### config.mk
export PLATFORM = sky130hd
export DESIGN_NAME = nibble_addsub_seq_flat
export DESIGN_NICKNAME = d
export VERILOG_FILES = /design/src/rtl/nibble_addsub_seq_if.sv /design/src/rtl/nibble_addsub_seq.sv /design/src/flat_wrapper.sv
export SDC_FILE = /design/constraint.sdc
export NUM_CORES = 1
export LEC_CHECK = 0
export BUFFER_PORTS_ARGS = -buffer_cell sky130_fd_sc_hd__buf_2
export CAP_MARGIN = 20
export CORE_AREA = 2 2 73 75
export CTS_CLUSTER_SIZE = 20
export DETAILED_ROUTE_END_ITERATION = 8
export DIE_AREA = 0 0 75 77
export MAX_ROUTING_LAYER = met4
export PLACE_DENSITY = 0.89
export REMOVE_ABC_BUFFERS = 1
export SYNTH_ARGS = -nofsm -noshare
export SYNTH_HDL_FRONTEND = slang
export SYNTH_SLANG_ARGS = --single-unit
### constraint.sdc
create_clock -name clk -period 4.8 [get_ports clk]
set_input_delay 0.72 -clock clk [delete_from_list [all_inputs] [get_ports clk]]
set_output_delay 0.72 -clock clk [all_outputs]
set_load 0.03 [all_outputs]
### src/rtl/nibble_addsub_seq_if.sv
// -----------------------------------------------------------------------------
// nibble_addsub_seq_if
//   Bundles the requester handshake, the wide result/flags and the link to the
//   shared 4-bit combinational add/sub datapath.
//
//   Parameter NIBBLES : operand width in nibbles (W = 4*NIBBLES)
//
//   Requester side : start, op, A_in, B_in  -> sequencer
//                    ready, done, Result, Cout, V, Neg <- sequencer
//   Datapath side  : DP_A, DP_B, DP_Cin      <- sequencer
//                    DP_Sum, DP_Cout         -> sequencer
//
//   modport slave  : the sequencer
//   modport master : the requester, which also hosts the nibble adder
// -----------------------------------------------------------------------------
interface nibble_addsub_seq_if #(
  parameter int NIBBLES = 4
);
  localparam int W = 4 * NIBBLES;

  logic         start;
  logic         op;
  logic [W-1:0] A_in;
  logic [W-1:0] B_in;
  logic         ready;
  logic         done;
  logic [W-1:0] Result;
  logic         Cout;
  logic         V;
  logic         Neg;
  logic [3:0]   DP_A;
  logic [3:0]   DP_B;
  logic         DP_Cin;
  logic [3:0]   DP_Sum;
  logic         DP_Cout;

  modport slave (
    input  start, op, A_in, B_in, DP_Sum, DP_Cout,
    output ready, done, Result, Cout, V, Neg, DP_A, DP_B, DP_Cin
  );

  modport master (
    output start, op, A_in, B_in, DP_Sum, DP_Cout,
    input  ready, done, Result, Cout, V, Neg, DP_A, DP_B, DP_Cin
  );
endinterface

### src/rtl/nibble_addsub_seq.sv
// -----------------------------------------------------------------------------
// nibble_addsub_seq
//   Wide signed/unsigned add/subtract sequenced over a shared 4-bit
//   combinational adder, one nibble per clock, LSB nibble first.
//
//   Ports:
//     clk   : rising-edge clock
//     rst_n : asynchronous active-low reset
//     bus   : nibble_addsub_seq_if.slave
//             start/op/A_in/B_in in, ready/done/Result/Cout/V/Neg out,
//             DP_A/DP_B/DP_Cin out to the nibble adder, DP_Sum/DP_Cout back.
//
//   Optional feature macro: ADDSUB_ABS_EN
//     When defined, an extra ABS cycle replaces a negative result with its
//     magnitude (~Result + 1); Neg still reports the true sign.
// -----------------------------------------------------------------------------
module nibble_addsub_seq #(
  parameter int NIBBLES = 4
) (
  input  logic                 clk,
  input  logic                 rst_n,
  nibble_addsub_seq_if.slave   bus
);
  localparam int W  = 4 * NIBBLES;
  localparam int IW = (NIBBLES > 2) ? $clog2(NIBBLES) : 1;
  localparam logic [IW-1:0] IDX_LAST = IW'(NIBBLES - 1);

  typedef enum logic [1:0] {
    IDLE = 2'd0,
    RUN  = 2'd1,
    ABS  = 2'd2,
    DONE = 2'd3
  } state_t;

  state_t         state_r, state_s;
  logic [IW-1:0]  idx_r;
  logic [W-1:0]   a_r, b_r, result_r;
  logic           op_r, carry_r;
  logic           cout_r, v_r, neg_r;
  logic           ready_r, done_r;
  logic [3:0]     dp_a_s, dp_b_s;
  logic           dp_cin_s, v_s;

  // Signed overflow: operands agree in sign but the sum sign differs.
  function automatic logic ovf(input logic a_msb, input logic b_msb,
                               input logic sum_msb);
    return (a_msb == b_msb) & (sum_msb != a_msb);
  endfunction

  // Next-state decode.
  always_comb begin
    state_s = state_r;
    case (state_r)
      IDLE: begin
        if (bus.start) state_s = RUN;
        else           state_s = IDLE;
      end
      RUN: begin
        if (idx_r == IDX_LAST) begin
`ifdef ADDSUB_ABS_EN
          state_s = ABS;
`else
          state_s = DONE;
`endif
        end else begin
          state_s = RUN;
        end
      end
`ifdef ADDSUB_ABS_EN
      ABS:     state_s = DONE;
`else
      ABS:     state_s = IDLE;
`endif
      DONE:    state_s = IDLE;
      default: state_s = IDLE;
    endcase
  end

  // Datapath drive: only RUN presents operands; B is inverted for subtract so
  // the adder computes A + ~B + 1 with the +1 entering as the first carry-in.
  always_comb begin
    dp_a_s   = 4'd0;
    dp_b_s   = 4'd0;
    dp_cin_s = 1'b0;
    if (state_r == RUN) begin
      dp_a_s   = a_r[4*idx_r +: 4];
      dp_b_s   = b_r[4*idx_r +: 4] ^ {4{op_r}};
      dp_cin_s = (idx_r == '0) ? op_r : carry_r;
    end else begin
      dp_a_s   = 4'd0;
      dp_b_s   = 4'd0;
      dp_cin_s = 1'b0;
    end
    v_s = ovf(a_r[W-1], b_r[W-1] ^ op_r, bus.DP_Sum[3]);
  end

  // State register with registered ready/done decoded from the next state.
  always_ff @(posedge clk or negedge rst_n) begin
    if (!rst_n) begin
      state_r <= IDLE;
      ready_r <= 1'b1;
      done_r  <= 1'b0;
    end else begin
      state_r <= state_s;
      ready_r <= (state_s == IDLE);
      done_r  <= (state_s == DONE);
    end
  end

  // Operand capture, nibble accumulation and final flag registration.
  always_ff @(posedge clk or negedge rst_n) begin
    if (!rst_n) begin
      idx_r    <= '0;
      a_r      <= {W{1'b0}};
      b_r      <= {W{1'b0}};
      op_r     <= 1'b0;
      carry_r  <= 1'b0;
      result_r <= {W{1'b0}};
      cout_r   <= 1'b0;
      v_r      <= 1'b0;
      neg_r    <= 1'b0;
    end else begin
      case (state_r)
        IDLE: begin
          if (bus.start) begin
            a_r   <= bus.A_in;
            b_r   <= bus.B_in;
            op_r  <= bus.op;
            idx_r <= '0;
          end
        end
        RUN: begin
          result_r[4*idx_r +: 4] <= bus.DP_Sum;
          carry_r <= bus.DP_Cout;
          idx_r   <= idx_r + IW'(1);
          if (idx_r == IDX_LAST) begin
            v_r    <= v_s;
            // Subtract reports borrow, which is the inverse of the carry.
            cout_r <= bus.DP_Cout ^ op_r;
            // Sum MSB is the sign unless overflow flipped it.
            neg_r  <= bus.DP_Sum[3] ^ v_s;
          end
        end
        ABS: begin
`ifdef ADDSUB_ABS_EN
          if (neg_r) result_r <= ~result_r + W'(1);
`endif
        end
        default: ;
      endcase
    end
  end

  assign bus.ready  = ready_r;
  assign bus.done   = done_r;
  assign bus.Result = result_r;
  assign bus.Cout   = cout_r;
  assign bus.V      = v_r;
  assign bus.Neg    = neg_r;
  assign bus.DP_A   = dp_a_s;
  assign bus.DP_B   = dp_b_s;
  assign bus.DP_Cin = dp_cin_s;
endmodule

### src/flat_wrapper.sv
// flat-port wrapper written by rule: the top's interface ports become plain ports
module nibble_addsub_seq_flat 
#(
  parameter int NIBBLES = 4
)
  (clk, rst_n, bus_start, bus_op, bus_A_in, bus_B_in, bus_DP_Sum, bus_DP_Cout, bus_ready, bus_done, bus_Result, bus_Cout, bus_V, bus_Neg, bus_DP_A, bus_DP_B, bus_DP_Cin);
  nibble_addsub_seq_if #(.NIBBLES(NIBBLES)) bus_i ();
  input  logic clk;
  input  logic rst_n;
  input wire logic [$bits(bus_i.start)-1:0] bus_start;
  input wire logic [$bits(bus_i.op)-1:0] bus_op;
  input wire logic [$bits(bus_i.A_in)-1:0] bus_A_in;
  input wire logic [$bits(bus_i.B_in)-1:0] bus_B_in;
  input wire logic [$bits(bus_i.DP_Sum)-1:0] bus_DP_Sum;
  input wire logic [$bits(bus_i.DP_Cout)-1:0] bus_DP_Cout;
  output wire logic [$bits(bus_i.ready)-1:0] bus_ready;
  output wire logic [$bits(bus_i.done)-1:0] bus_done;
  output wire logic [$bits(bus_i.Result)-1:0] bus_Result;
  output wire logic [$bits(bus_i.Cout)-1:0] bus_Cout;
  output wire logic [$bits(bus_i.V)-1:0] bus_V;
  output wire logic [$bits(bus_i.Neg)-1:0] bus_Neg;
  output wire logic [$bits(bus_i.DP_A)-1:0] bus_DP_A;
  output wire logic [$bits(bus_i.DP_B)-1:0] bus_DP_B;
  output wire logic [$bits(bus_i.DP_Cin)-1:0] bus_DP_Cin;
  assign bus_i.start = bus_start;
  assign bus_i.op = bus_op;
  assign bus_i.A_in = bus_A_in;
  assign bus_i.B_in = bus_B_in;
  assign bus_i.DP_Sum = bus_DP_Sum;
  assign bus_i.DP_Cout = bus_DP_Cout;
  assign bus_ready = bus_i.ready;
  assign bus_done = bus_i.done;
  assign bus_Result = bus_i.Result;
  assign bus_Cout = bus_i.Cout;
  assign bus_V = bus_i.V;
  assign bus_Neg = bus_i.Neg;
  assign bus_DP_A = bus_i.DP_A;
  assign bus_DP_B = bus_i.DP_B;
  assign bus_DP_Cin = bus_i.DP_Cin;
  nibble_addsub_seq #(.NIBBLES(NIBBLES)) u_core (.clk(clk), .rst_n(rst_n), .bus(bus_i));
endmodule
==> flow_metrics.tcl, run 1 <==
set metrics [dict create \
    outcome "finished, final reports clean" \
    avgSynthCellArea_sq_um 14.1 \
    grt_pass1_wl_microns 8630 \
    cts_setup_buffers 0 \
    avgRoutedWirePerCell_microns 15.3 \
    cts_tree "done" \
    power.total_mw 2.63 \
    comb_power_share_pct 45.5 \
    fin_cells 340 \
    pwr-share-clk_pct 19.5 \
    dpl_cell_area_sq_um 3060 \
    ys_warn_count 0 \
    whs_ps 477 \
    final_hold_viol_count 0 \
    startpoint_type "register" \
    diodes 0 \
    layout-drive-gt1-share_pct 48.5 \
    globalRouteTotalUtil_pct 20.6 \
    tns_ps 0 \
    ctsRootBufferMaster "clkbuf_8" \
    viasPerCell 5.16 \
    syn2layout_area_growth_pct 22.8 \
    fin_area_sq_um 3280 \
    grt_overflow_total 0 \
    die_area_sq_um 5780 \
    critPathMaxFanout 17 \
    crit_arrival_ps 2250 \
    worstMarginPinSlew_ps 784 \
    drt_wl_total_microns 5200 \
    clock_path_buffers 2 \
    place_ws_ps 2150 \
    worst_clock_skew_ps 9.71 \
    fp-row-count 26 \
    ctsHoldBuffers 0 \
    max-vdd-ir-drop_mv 0.545 \
    firstDrtPassIters 4 \
    rsz0062_at_grt "false" \
    initial_core_util_pct 53.7 \
    power_leakage_nw 1.58 \
    postLayoutCoreUtil_pct 66.0 \
    worstPathRequired_ps 4080 \
    fmax_ghz 0.337 \
    fin_nets 311 \
    grt_pass1_vias 1859 \
    synth.cell_area_sq_um 2680 \
    die_h_microns 77 \
    slew_headroom_pct 47.7 \
    cp_cell_sequence "mux4_2 > xnor2_1 > nor2_1 > buf_2" \
    cap_violations 0 \
    synth-seq-cells 59 \
    p_sw_mw 1.06 \
    path_class "reg2out" \
    drv_slew 0 \
    cp_top_family "flip-flops" \
    cts.sinks 59 \
    synth_cells 190 \
    io_buffers 70 \
    htree_levels 3 \
    min-delay-path-class "reg2reg" \
    placedCellCount 324 \
    synthDistinctLibCells 29 \
    post-route-period-util_pct 61.9 \
    ys_seq_area_share_pct 55.2 \
    cts_resized 0 \
    grt_max_degree 60 \
    pwr-share-seq_pct 35.0 \
    slowest_stage "dfrtp_1" \
    setup_viol 0 \
    dp_hpwl_microns 3590 \
    numCtsBuffers 9 \
    drt-initial-drc-count 81 \
    design.portCount 71 \
    worst_slack_ps 1830 \
    path_buf_inv 1 \
    drc 0 \
    p_int_mw 1.57 \
    finalCriticalPeriod_ps 2970 \
    detail-route-antenna-nets 0 \
    switching_share_pct 40.2 \
    routed-via-count 1753 \
    clk_pin_slew_worst_paths_ps 70 \
    critPathCaptureType "output pin" \
    worstSkewPairLatency_ps 330 \
    antenna_found_initial 0 \
    gp_congestion 0.767 \
    pwr_density_cell_nw_per_um2 800 \
    die_w_microns 75 \
    cpPeakStageDelay_ps 850 \
    core_sq_um 4980 \
]
-- registers in the layout, indices dropped and copies added (netlist names) --
name	flops
u_core.a_r	16
u_core.b_r	16
u_core.bus.Cout	1
u_core.bus.Neg	1
u_core.bus.Result	16
u_core.bus.V	1
u_core.bus.done	1
u_core.bus.ready	1
u_core.carry_r	1
u_core.idx_r	2
u_core.op_r	1
u_core.state_r	2
-- path summary, 6_finish.rpt --
path | endpoint | from | slack [ps] | cells after the start
setup / recovery | bus_DP_B[0] | u_core.idx_r[0] | 1830 | 4
hold / removal | u_core.bus.Result[15] | u_core.bus.Result[15] | 480 | 2
setup reg to reg | u_core.bus.Result[9] | u_core.idx_r[0] | 2540 | 5
hold reg to reg | u_core.bus.Result[15] | u_core.bus.Result[15] | 480 | 2
max in group asynchronous | u_core.a_r[3] | rst_n | 3790 | 2
min in group asynchronous | u_core.a_r[6] | rst_n | 540 | 2
-- power groups by stage --
stage	clock network [mW]	logic [mW]	registers, mW
6_report	0.511	1.20	0.920
5_1_grt	0.548	1.29	0.954
4_1_cts	0.524	1.21	0.922
3_5_place_dp	0	1.20	0.928
3_3_place_gp	0	1.18	0.913
2_1_floorplan	0	0.791	1.01
-- cell usage in the layout, fill, tap and decap left out --
cell	synthesis	final
buf_2	3	70
dfrtp_1	58	58
mux2_2	30	30
nand2_1	17	17
a22o_1	12	12
clkbuf_8	0	11
mux4_2	8	8
o21ai_0	8	8
nor2_1	7	7
inv_1	5	5
xnor2_1	5	5
ha_1	5	5
and2_1	4	4
mux2_1	3	3
nand3b_1	2	2
nand2b_1	2	2
mux2i_1	2	2
nor2b_1	2	2
nor4b_2	2	2
bufinv_16	0	2
buf_4	0	2
o21bai_1	1	1
and2b_1	1	1
nor3b_4	1	1
xor2_1	1	1
a21oi_1	1	1
o31ai_1	1	1
nor4_4	1	1
nand4bb_1	1	1
nand3b_2	1	1
clkbuf_1	0	1
clkinvlp_4	0	1
clkinv_2	0	1
dfstp_2	1	1
-- cells in the mapped netlist, drive strengths merged --
| cell type | count | area (sq um) |
|---|---|---|
| dfrtp | 58 | 1450 |
| ha | 5 | 62.6 |
| nand4bb | 1 | 11.3 |
| nor3b | 1 | 18.8 |
| xnor2 | 5 | 43.8 |
| mux2 | 33 | 372 |
| a22o | 12 | 105 |
| o21bai | 1 | 7.51 |
| nand2b | 2 | 12.5 |
| nor4b | 2 | 30.0 |
| nor2 | 7 | 26.3 |
| o21ai | 8 | 40.0 |
| xor2 | 1 | 8.76 |
| nand3b | 3 | 26.3 |
| o31ai | 1 | 7.51 |
| and2b | 1 | 7.51 |
| a21oi | 1 | 5.00 |
| inv | 5 | 18.8 |
| dfstp | 1 | 26.3 |
| and2 | 4 | 25.0 |
| nor2b | 2 | 12.5 |
| nand2 | 17 | 63.8 |
| nor4 | 1 | 21.3 |
| buf | 8 | 71.3 |
| mux4 | 8 | 180 |
| mux2i | 2 | 20.0 |
-- worst register-to-register path: cells and delay by family, from the launching register on --
| family | cells | cell delay, ps |
|---|---|---|
| compound gates | 1 | 200 |
| simple gates | 2 | 530 |
| fa+ha+maj | 1 | 400 |
| buf+inv | 1 | 200 |
| flops | 1 | 850 |
-- layer usage --
metal | global-route usage, % | vias up | wire, microns
met5 | - | - | 0
met4 | 9.11 | 0 | 84
met3 | 5.39 | 8 | 323
met2 | 30.9 | 64 | 2490
met1 | 26.3 | 851 | 2300
li1 | - | 830 | -
-- layout make-up --
class                           count  area [sq um]
Fill cell                         383          1690
Sequential cell                    59          1480
Multi-Input combinational cell    118          1110
Timing Repair Buffer               72           365
Clock buffer                       12           155
Tap cell                           70          87.6
Clock inverter                      4          72.6
Inverter                            5          18.8
-- cells by family (layout without fill, tap and decap cells) --
family	count (synthesis)	in the layout	share of synthesized area [%]
simple gates	41	41	9.54
buf+inv	13	93	3.37
xor+xnor	6	6	1.96
flops	59	59	55.2
compound gates	23	23	6.17
fa+ha+maj	5	5	2.34
mux	43	43	21.4
Power figures use the tool's default switching activity.
==> run 2, diff against run 1 <==
--- a/config.mk
+++ b/config.mk
@@ -5,14 +5,15 @@
 export SDC_FILE = /design/constraint.sdc
 export NUM_CORES = 1
 export LEC_CHECK = 0
+export ABC_AREA = 1
 export BUFFER_PORTS_ARGS = -buffer_cell sky130_fd_sc_hd__buf_2
 export CAP_MARGIN = 20
-export CORE_AREA = 2 2 73 75
+export CORE_AREA = 2 2 76 78
 export CTS_CLUSTER_SIZE = 20
 export DETAILED_ROUTE_END_ITERATION = 8
-export DIE_AREA = 0 0 75 77
+export DIE_AREA = 0 0 78 80
 export MAX_ROUTING_LAYER = met4
-export PLACE_DENSITY = 0.89
+export PLACE_DENSITY = 0.86
 export REMOVE_ABC_BUFFERS = 1
 export SYNTH_ARGS = -nofsm -noshare
 export SYNTH_HDL_FRONTEND = slang
==> constraint.sdc (replaced) <==
create_clock -name clk -period 2.75 [get_ports clk]
set_input_delay 0.4125 -clock clk [delete_from_list [all_inputs] [get_ports clk]]
set_output_delay 0.4125 -clock clk [all_outputs]
set_load 0.03 [all_outputs]
==> run 2 against run 1 <==
Worst setup slack lost 1300 ps. Die area up 8.1%. Via count grew 42%. Critical path depth increased by 1. Total power grew 69%. Cell area up 0.72%. Clock skew decreased by 2.2 ps.
==> flow_metrics.tcl, run 2 <==
set metrics [dict create \
    outcome "finished, final reports clean" \
    synthTopCellsByArea "dfrtp_1, nand2_1, nand3_1" \
    clk_pin_slew_worst_paths_ps 70 \
    path_class "reg2out" \
    post-route-period-util_pct 82.2 \
    tns_ps 0 \
    final_hold_viol_count 0 \
    drt-initial-drc-count 184 \
    worstPathRequired_ps 2340 \
    diodes 0 \
    cts_setup_buffers 0 \
    design.portCount 71 \
    timing.rr.end "u_core.bus.Result[11]" \
    dpl_cell_area_sq_um 3140 \
    pwr-share-seq_pct 34.9 \
    rr_worst_depth 6 \
    ys_warn_count 0 \
    ctsRootBufferMaster "clkbuf_8" \
    switching_share_pct 49.1 \
    layout_commonest_cell "nand2_1" \
    avgRoutedWirePerCell_microns 12.8 \
    io_buffers 70 \
    detail-route-antenna-nets 0 \
    synthDistinctLibCells 25 \
    fin_area_sq_um 3310 \
    whs_path_depth 3 \
    critPathMaxFanout 12 \
    routed-via-count 2482 \
    drt_wl_total_microns 6230 \
    pwr_density_cell_nw_per_um2 1340 \
    r2r-start "u_core.idx_r[1]" \
    rsz0062_at_grt "false" \
    synth_edf_count 0 \
    cts.sinks 59 \
    crit_path_end "bus_DP_Cin" \
    grt_pass1_vias 2342 \
    worst_clock_skew_ps 7.54 \
    slew_headroom_pct 63.5 \
    min-delay-path-class "in2reg" \
    fp-row-count 27 \
    cap_violations 0 \
    async_flop_share_pct 100 \
    fin_nets 455 \
    startpoint_type "register" \
    die_area_sq_um 6240 \
    die_h_microns 80 \
    avgSynthCellArea_sq_um 8.14 \
    layout-drive-gt1-share_pct 23.9 \
    numCtsBuffers 9 \
    synth_most_common_cell "nand2_1" \
    critPathCaptureType "output pin" \
    dp_hpwl_microns 4440 \
    synth_flop_cell "dfrtp_1" \
    drc 0 \
    setup_viol 0 \
    synth_common_cells "nand2_1, dfrtp_1, nand3_1" \
    cts_tree "done" \
    gp_congestion 0.838 \
    grt_pass1_wl_microns 10500 \
    synth_top_area_cell "dfrtp_1" \
    clock_path_buffers 2 \
    mostFrequentLayoutCells "nand2_1, buf_2, dfrtp_1" \
    finalCriticalPeriod_ps 2260 \
    ys_seq_area_share_pct 53.4 \
    initial_core_util_pct 51.2 \
    synth.cell_area_sq_um 2770 \
    p_sw_mw 2.18 \
    fill_cells 487 \
    cts_resized 0 \
    grt_overflow_total 0 \
    core_sq_um 5410 \
    grt_max_degree 38 \
    ctsHoldBuffers 1 \
    syn2layout_area_growth_pct 19.5 \
    worstMarginPinSlew_ps 547 \
    power_leakage_nw 1.81 \
    worstSkewPairLatency_ps 340 \
    viasPerCell 5.11 \
    antenna_found_initial 0 \
    fmax_ghz 0.442 \
    comb_power_share_pct 50.5 \
    die_w_microns 78 \
    rrSetupSlack_ps 860 \
    drv_slew 0 \
    crit_start "u_core.idx_r[1]" \
    synth_cells 340 \
    pwr-share-clk_pct 14.6 \
    globalRouteTotalUtil_pct 22.1 \
    htree_levels 3 \
    synth-seq-cells 59 \
    crit_arrival_ps 1850 \
    p_int_mw 2.26 \
    firstDrtPassIters 4 \
    synth_top_cell_area_share_pct 52.4 \
    max-vdd-ir-drop_mv 0.670 \
]
-- run 2: cell count changes in the layout (fill, tap and decap cells not counted), moves of 8 or more --
cell     delta
nand3_1    +54
nor2_1     +16
o21ai_1     +8
mux4_2      -8
o21ai_0    +10
nand2_1   +103
a22o_1     -12
mux2_2     -30
a21oi_1    +11
-- run 2: worst min path at each step --
stage                             from                   end  slack (ps)
after global placement           rst_n  u_core.bus.Result[9]         330
after CTS                  bus_A_in[4]         u_core.a_r[4]         290
final                      bus_A_in[8]         u_core.a_r[8]         300
after global routing      bus_B_in[12]        u_core.b_r[12]         310
after floorplan                  rst_n         u_core.a_r[0]         120
after detailed placement         rst_n  u_core.bus.Result[9]         340
-- run 2: critical path, stage by stage (launching register included) --
cell	delay [ps]
dfrtp_1	530
inv_2	250
ha_1	240
o21ai_0	100
a21oi_1	160
buf_2	220
-- run 2: power by group through the flow --
stage / Combinational [mW] / Sequential (mW) / Clock, mW
6_report: 2.25 / 1.55 / 0.649
5_1_grt: 2.51 / 1.60 / 0.701
4_1_cts: 2.26 / 1.54 / 0.660
3_5_place_dp: 2.25 / 1.56 / 0
3_3_place_gp: 2.19 / 1.53 / 0
2_1_floorplan: 1.31 / 1.82 / 0
-- run 2: cell type report --
| cell class | instances | area, sq um | share of cell area [%] |
|---|---|---|---|
| inverter | 14 | 52.6 | 1.59 |
| tap | 72 | 90.1 | 2.72 |
| clock buffer | 13 | 139 | 4.20 |
| sequential | 59 | 1480 | 44.7 |
| multi-input combinational | 250 | 1140 | 34.6 |
| clock inverter | 3 | 15.0 | 0.454 |
| timing repair buffer | 75 | 390 | 11.8 |
-- run 2: kinds of logic (layout without fill, tap and decap cells) --
logic type / after synthesis / after routing / share of synthesized area (%)
flip-flops: 59 / 59 / 53.4
AO/OA/AOI/OAI: 40 / 40 / 7.37
AND/OR/NAND/NOR: 204 / 204 / 31.4
buffers and inverters: 31 / 105 / 5.33
adder cells (fa/ha/maj): 5 / 5 / 2.26
XOR/XNOR: 1 / 1 / 0.316
-- run 2: through the flow --
step	cells	hold slack, ps	total power [mW]	setup slack (ps)	utilization [%]
after global routing	486	307	4.80	400	61.2
after detailed placement	469	338	3.80	848	58.2
after CTS	486	291	4.47	479	61.2
final	486	295	4.45	490	61.2
after floorplan	323	117	3.12	650	-
after global placement	469	334	3.72	886	58.2
-- run 2: routing by layer --
layer / vias to the layer above / GRT usage (%) / routed length [microns]
met5: - / - / 0
met4: 0 / 8.42 / 107
met1: 1135 / 28.4 / 2870
met2: 89 / 35.0 / 2890
li1: 1248 / - / -
met3: 10 / 4.52 / 356
